File: config.mk
export PLATFORM = sky130hd
export DESIGN_NAME = ic_fill_ctrl
export DESIGN_NICKNAME = d
export VERILOG_FILES = /design/src/rtl/ic_fill_ctrl.sv
export SDC_FILE = /design/constraint.sdc
export NUM_CORES = 2
export LEC_CHECK = 0
export ABC_AREA = 1
export CAP_MARGIN = 30
export CORE_UTILIZATION = 45
export DETAILED_ROUTE_END_ITERATION = 8
export GPL_ROUTABILITY_DRIVEN = 0
export SYNTH_ARGS = -nofsm -noshare
export SYNTH_HDL_FRONTEND = slang
export SYNTH_SLANG_ARGS = --single-unit
File: constraint.sdc
create_clock -name clk -period 7 [get_ports clk]
set_input_delay 1.05 -clock clk [delete_from_list [all_inputs] [get_ports clk]]
set_output_delay 1.05 -clock clk [all_outputs]
set_load 0.01 [all_outputs]
File: src/rtl/ic_fill_ctrl.sv
// Direct-mapped waveform cache lookup/refill: tag/valid in flops, one request in flight.
// Hit: rsp_valid two edges after accept; miss bursts a line first; stalls on mem_arready/mem_rvalid/rsp_ready.
module ic_fill_ctrl #(
    parameter int RAM_DW    = 128,
    parameter int RAM_AW    = 9,
    parameter int LINE_LOG2 = 2,
    parameter int ADDR_W    = 24
) (
    input  logic              clk,
    input  logic              rst,
    input  logic              req_valid,
    output logic              req_ready,
    input  logic [ADDR_W-1:0] req_addr,
    output logic              rsp_valid,
    input  logic              rsp_ready,
    output logic [RAM_DW-1:0] rsp_data,
    output logic              rsp_hit,
    input  logic              flush,
    output logic              mem_arvalid,
    input  logic              mem_arready,
    output logic [ADDR_W-1:0] mem_araddr,
    output logic [7:0]        mem_arlen,
    input  logic              mem_rvalid,
    output logic              mem_rready,
    input  logic [RAM_DW-1:0] mem_rdata,
    input  logic              mem_rlast,
    output logic              ram_wea,
    output logic [RAM_AW-1:0] ram_addra,
    output logic [RAM_DW-1:0] ram_dina,
    output logic [RAM_AW-1:0] ram_addrb,
    input  logic [RAM_DW-1:0] ram_doutb,
    output logic              fill_err
);
    localparam int TAG_W  = ADDR_W - RAM_AW;
    localparam int IDX_W  = RAM_AW - LINE_LOG2;
    localparam int NLINES = 1 << IDX_W;

    typedef enum logic [2:0] {IDLE, LOOKUP, MISS_REQ, FILL, RESP} state_t;

    state_t               state_q, state_d;
    logic [ADDR_W-1:0]    addr_q, addr_d;
    logic [LINE_LOG2-1:0] beat_q, beat_d;
    logic [NLINES-1:0]    valid_q, valid_d;
    logic [TAG_W-1:0]     tag_q [NLINES];
    logic [RAM_DW-1:0]    rsp_data_q, rsp_data_d;
    logic                 rsp_hit_q, rsp_hit_d;
    logic                 fill_err_q, fill_err_d;
    logic                 tag_we;

    logic [LINE_LOG2-1:0] offset;
    logic [IDX_W-1:0]     index;
    logic [TAG_W-1:0]     tag;
    logic                 hit;
    logic                 beat_last;

    assign offset    = addr_q[LINE_LOG2-1:0];
    assign index     = addr_q[RAM_AW-1:LINE_LOG2];
    assign tag       = addr_q[ADDR_W-1:RAM_AW];
    assign hit       = valid_q[index] && (tag_q[index] == tag);
    assign beat_last = (beat_q == {LINE_LOG2{1'b1}});

    // Handshake outputs are gated by rst so the memory side sees them drop at once.
    assign req_ready   = (state_q == IDLE)     && !rst;
    assign rsp_valid   = (state_q == RESP)     && !rst;
    assign mem_arvalid = (state_q == MISS_REQ) && !rst;
    assign mem_rready  = (state_q == FILL)     && !rst;
    assign ram_wea     = (state_q == FILL)     && !rst && mem_rvalid;
    assign mem_araddr  = {addr_q[ADDR_W-1:LINE_LOG2], {LINE_LOG2{1'b0}}};
    assign mem_arlen   = 8'((1 << LINE_LOG2) - 1);
    assign ram_addra   = {index, beat_q};
    assign ram_dina    = mem_rdata;
    assign ram_addrb   = {index, offset};
    assign rsp_data    = rsp_data_q;
    assign rsp_hit     = rsp_hit_q;
    assign fill_err    = fill_err_q;

    always_comb begin
        state_d    = state_q;
        addr_d     = addr_q;
        beat_d     = beat_q;
        valid_d    = valid_q;
        rsp_data_d = rsp_data_q;
        rsp_hit_d  = rsp_hit_q;
        fill_err_d = fill_err_q;
        tag_we     = 1'b0;
        case (state_q)
            IDLE: begin
                if (req_valid) begin
                    addr_d  = req_addr;
                    state_d = LOOKUP;
                end
            end
            LOOKUP: begin
                if (hit) begin
                    rsp_data_d = ram_doutb;
                    rsp_hit_d  = 1'b1;
                    state_d    = RESP;
                end else begin
                    rsp_hit_d  = 1'b0;
                    state_d    = MISS_REQ;
                end
            end
            MISS_REQ: begin
                if (mem_arready) begin
                    beat_d  = '0;
                    state_d = FILL;
                end
            end
            FILL: begin
                if (mem_rvalid) begin
                    if (beat_q == offset) rsp_data_d = mem_rdata;
                    beat_d = beat_q + 1'b1;
                    // The burst ends on beat count; rlast is only cross-checked.
                    if (mem_rlast != beat_last) fill_err_d = 1'b1;
                    if (beat_last) begin
                        tag_we         = 1'b1;
                        valid_d[index] = 1'b1;
                        state_d        = RESP;
                    end
                end
            end
            RESP: begin
                if (rsp_ready) state_d = IDLE;
            end
            default: state_d = IDLE;
        endcase
        // A coincident flush overrides the valid set of a completing fill.
        if (flush) valid_d = '0;
    end

    always_ff @(posedge clk) begin
        if (rst) begin
            state_q    <= IDLE;
            addr_q     <= '0;
            beat_q     <= '0;
            valid_q    <= '0;
            rsp_data_q <= '0;
            rsp_hit_q  <= 1'b0;
            fill_err_q <= 1'b0;
        end else begin
            state_q    <= state_d;
            addr_q     <= addr_d;
            beat_q     <= beat_d;
            valid_q    <= valid_d;
            rsp_data_q <= rsp_data_d;
            rsp_hit_q  <= rsp_hit_d;
            fill_err_q <= fill_err_d;
        end
    end

    always_ff @(posedge clk) begin
        if (tag_we && !rst) tag_q[index] <= tag;
    end
endmodule

# [Yosys cells after proc, flatten, opt, wreduce, memory -nomap -nowiden]
# Memory sizes are Yosys's and may differ from the RTL's. A register that Yosys moved wholly into a read port is not among the register bits.
# Cells that the tools add are included.
[word_totals] n_memories=1 ramBits=1920 in_bits=288 ff_bits=287 output_inout_bits=313 wordCells=72
[mem_list] memory="tag_q" depth=128 width=15 rd=1 rd_ports_with_merged_regs=1 wr=1 line="44" rtl="logic [TAG_W-1:0] tag_q [NLINES];"
[classes] bitwise=1 n_mux=26 n_reduce_logical=19 n_lt_le_gt_ge=2 n_eq_ne=15 addsub=1
[ops] operator="$mux W128" count=3
[ops] operator="$pmux W128 S2" count=1
[ops] operator="$or A128 B128 Y128" count=1
[ops] operator="$mux W3" count=6
[ops] operator="$eq A15 B15 Y1" count=1
[ops] operator="$pmux W3 S5" count=1
[ops] operator="$mux W7" count=2
[ops] operator="$ne A2 B2 Y1 const B" count=6
[ops] operator="$reduce_and A3 Y1" count=3
[ops] operator="$logic_and A1 B1 Y1" count=8
[ops] operator="$lt A7 B8 Y1 const B" count=1
[ops] operator="$mux W1" count=8
[ops] operator="$bmux W1 S7" count=1
[ops] operator="$demux W1 S7" count=1
[ops] operator="$ge A7 B1 Y1 const B" count=1
[ops] operator="$eq A3 B2 Y1 const B" count=2
[ops] operator="$reduce_and A5 Y1" count=1
[ops] operator="$mux W2" count=2
[ops] operator="$pmux W2 S2" count=1
[ops] operator="$reduce_and A4 Y1" count=1
[ops] operator="$reduce_bool A2 Y1" count=2
[ops] operator="$eq A3 B1 Y1 const B" count=1
[ops] operator="$eq A3 B3 Y1 const B" count=1
[ops] operator="$logic_not A3 Y1" count=1
[ops] operator="other kinds (8)" count=8

# [Depth between registers and ports, before layout]
[depth] word_depth=7 ltp_mapped=27 depth_no_buf=21

# [Least setup slack after synthesis]
# Ideal clock, no wire load.
[synth_timing] path_kind="input-to-reg" start="input mem_rvalid" end="memory tag_q[79][0] (netlist name), enable pin" setup_time_ps=386 path_slack_ps=3466 t_required_ps=6614 stages=11 t_arrival_ps=3148 n_path_buf=1 cell_sequence="nor2_1 -> nor2_1 -> inv_1 -> nor2_1 -> inv_1 -> nor2_1 -> inv_1 -> nor4_2 -> buf_2 -> nand2_1 -> nor2_1"
[synth_via] elab_chain_len=5
[synth_lines] item="start, declared" line="23" rtl="input logic mem_rvalid,"
[synth_lines] item="$mux W1" line="110" rtl="if (mem_rvalid) begin"
[synth_lines] item="$mux W1" line="86" rtl="case (state_q)"
[synth_lines] item="$logic_and A1 B1 Y1" line="152" rtl="if (tag_we && !rst) tag_q[index] <= tag;"
[synth_lines] item="$mux W1" line="152"
[synth_lines] item="$mux W1 (implied by the code)" line="152"
[synth_lines] item="end, declared" line="44"
# No other way between the ends.

==> impl_metrics.yaml <==
die:
  boundaryPins: 601
  core_area_um2: 203000
  initial_utilization_pct: 45.4
  die_area_um2: 207000
  die_y_um: 455
  rows: 165
  die_x_um: 455
outcome:
  status: "complete, no violations"
sta:
  fmax_mhz: 182
  fin_crit_ns: 5.50
  relSlewSlack_pct: 16.8
  grt_setup_unrepaired: "false"
  drv_slew: 0
  setup_tns_ns: 0
  hold_viol_final: 0
  clock_skew_ns: 0.0762
  tightest_slew_ns: 1.25
  finalSetupViolCount: 0
  fin_crit_sh_pct: 78.6
synthesis:
  synth.yosys.seq_area_share_pct: 68.9
  avgSynthCellArea_um2: 10.6
  synthTopCellsByArea: "edfxtp_1 (63%), nand2_1 (13%), nand3_1 (10%)"
  yosys.area.top_type: "edfxtp_1"
  synth-edff-count: 1920
  synth_top_area_share_pct: 62.5
  synth_cell_type_count: 31
  netlist_instances: 8736
  yosys_warnings: 0
  syn_area_um2: 92200
  synth_seq_cells: 2214
  ys.flop_type: "edfxtp_1"
  async_flop_share_pct: 0
clocking:
  clock_sinks: 2214
  clockRootBuffer: "clkbuf_16"
  hold_buffers: 0
  clk_latency_ns: 0.90
  clk_pin_slew_worst_paths_ns: 0.06
  ctsLongestPathBuffers: 3
  htreeDepth: 4
  cts_made_buffers: 226
  cts_tree: "built"
  cts_resized: 0
  post-cts-setup-buffers: 0
power:
  max-vdd-ir-drop_mv: 0.352
  power.internal_uw: 25400
  clkPwrFrac_pct: 30.1
  swShare_pct: 36.0
  combPwrFrac_pct: 28.5
  p_leak_uw: 0.0389
  power_frac_seq_pct: 41.3
  powerDensity_nw_per_um2: 368
  p_switching_uw: 14200
worst_hold_path:
  hp-class: "flop to flop"
drt:
  first_iter_violations: 8746
  vias_per_cell: 5.67
  post-route-drc-count: 0
  routed_wirelength_mm: 298
  post_drt_wl_per_cell_um: 24.9
  drt_pass1_iterations: 7
  via_count: 67776
  ant_nets: 0
critical_path:
  critical_path_required_ns: 7.79
  crit_fanout: 196
  cp.arrival_ns: 6.29
  cp-end-kind: "flop"
  crit_type: "flop to flop"
  cp-start-kind: "flop"
layout:
  stdcell_count: 11957
  fill_cells: 17635
  area_growth_pct: 16.6
  nNetsFinal: 9378
  drive_gt1_share_pct: 6.68
  multi_input_area_um2: 24100
  seqCellArea_um2: 63600
flow_run:
  maxCapViolCount: 0
global_routing:
  grt_pass1_wl_mm: 427
  antenna_found_initial: 15
  grt_pass1_vias: 62402
  gr-total-overflow: 0
  grtUsageTotal_pct: 28.0
  grt_max_degree: 197
placed_design:
  dpl.hpwl_mm: 182
  portBuffers: 590
  dpl.cell_count: 11530
routing by layer:
layer | vias to the layer above | wire [µm] | GRT usage (%)
li1 | 30631 | - | -
met1 | 33398 | 127000 | 40.9
met2 | 3236 | 129000 | 40.0
met3 | 503 | 31500 | 7.50
met4 | 8 | 10800 | 10.1
met5 | - | 49 | 0.933
stage by stage:
step	cell area (µm²)	util, %	hold slack (ns)	setup WS [ns]	total power, µW
finish	108000	53.0	0.450	1.50	39600
floorplan	92200	-	0.430	3.47	22700
global route	108000	53.0	0.462	1.19	41000
detailed placement	100000	49.3	0.440	1.73	27700
CTS	107000	52.9	0.449	1.74	39500
global placement	100000	49.3	0.436	1.76	27600
synthesized netlist by cell type, types with 2 or more instances:
master	instances
o21ai_0	91
xnor2_1	2
buf_1	40
edfxtp_1	1920
dfxtp_1	294
nor3_1	5
o21a_1	3
a21oi_1	293
nor2_1	199
buf_4	199
o21ai_1	2
inv_1	178
nand2_1	3078
nand3_1	1917
nor4_1	3
buf_2	275
clkbuf_1	198
conb_1	2
inv_2	6
nand4_1	5
buf_6	16
final timing paths:
| kind | cells after the start | slack [ns] | endpoint | from |
|---|---|---|---|---|
| hold reg to reg | 2 | 0.45 | valid_q[95] | valid_q[95] |
| setup / recovery | 23 | 1.50 | rsp_data[107] | flop |
| setup reg to reg | 23 | 1.50 | rsp_data[107] | flop |
| hold / removal | 2 | 0.45 | valid_q[95] | valid_q[95] |
cell type report:
class	count	area share (%)
Tap cell	2672	3.11
Clock buffer	299	5.69
Inverter	186	0.683
Clock inverter	118	1.12
Multi-Input combinational cell	5616	22.4
Timing Repair Buffer	845	7.78
Sequential cell	2214	59.2
Antenna cell	7	0.0163
layout by cell type (no fill, tap or decap), drive strengths merged, types with 7 or more instances in the layout:
cell	instances
nand2	3079
clkinv	91
clkdlybuf4s50	589
bufinv	17
nor2	199
o21ai	93
clkbuf	299
dfxtp	294
a21oi	293
diode	7
conb	10
buf	256
edfxtp	1920
nand3	1917
inv	193
state kept, by name, indices dropped and copies added, names as in the netlist, named ones only:
name / flops
rsp_data: 128
fill_err: 1
tag_q: 1920
state_q: 3
rsp_hit: 1
beat_q: 2
valid_q: 128
addr_q: 24
cell families (layout without fill, tap and decap cells):
logic type	Yosys count	count (layout)	synth area share, %
compound gates	391	391	2.14
flops	2214	2214	68.9
simple gates	5211	5211	23.9
buf+inv	914	1448	5.04
xor+xnor	3	3	0.0285
other cells	2	17	0.00814
fa+ha+maj	1	1	0.0136
power by group through the flow:
stage / Combinational [µW] / Clock (µW) / Sequential (µW)
2_1_floorplan: 6030 / 0 / 16700
3_3_place_gp: 10900 / 0 / 16600
3_5_place_dp: 11000 / 0 / 16600
4_1_cts: 11100 / 12100 / 16400
5_1_grt: 12100 / 12600 / 16400
6_report: 11300 / 11900 / 16400
worst max-delay path: stages (launching register included):
cell and delay (ns):
dfxtp_4 0.47, inv_16 0.43, buf_12 0.38, nand2_1 0.08, nand3_1 0.09, nand3_1 0.16, nand3_1 0.15, nand2_1 0.08
nand2_1 0.07, nand3_1 0.39, nand2_1 0.17, nand2_1 0.08, nand2_1 0.10, nand2_1 0.07, nand2_1 0.09, nor2_1 0.04
nand2_1 0.06, nor2_1 0.04, nand2_1 0.30, nand2_4 0.45, nand2_4 0.47, buf_4 0.49, nand2_1 0.12, a21oi_1 0.15
No activity file was read; power rests on OpenSTA's default activity.
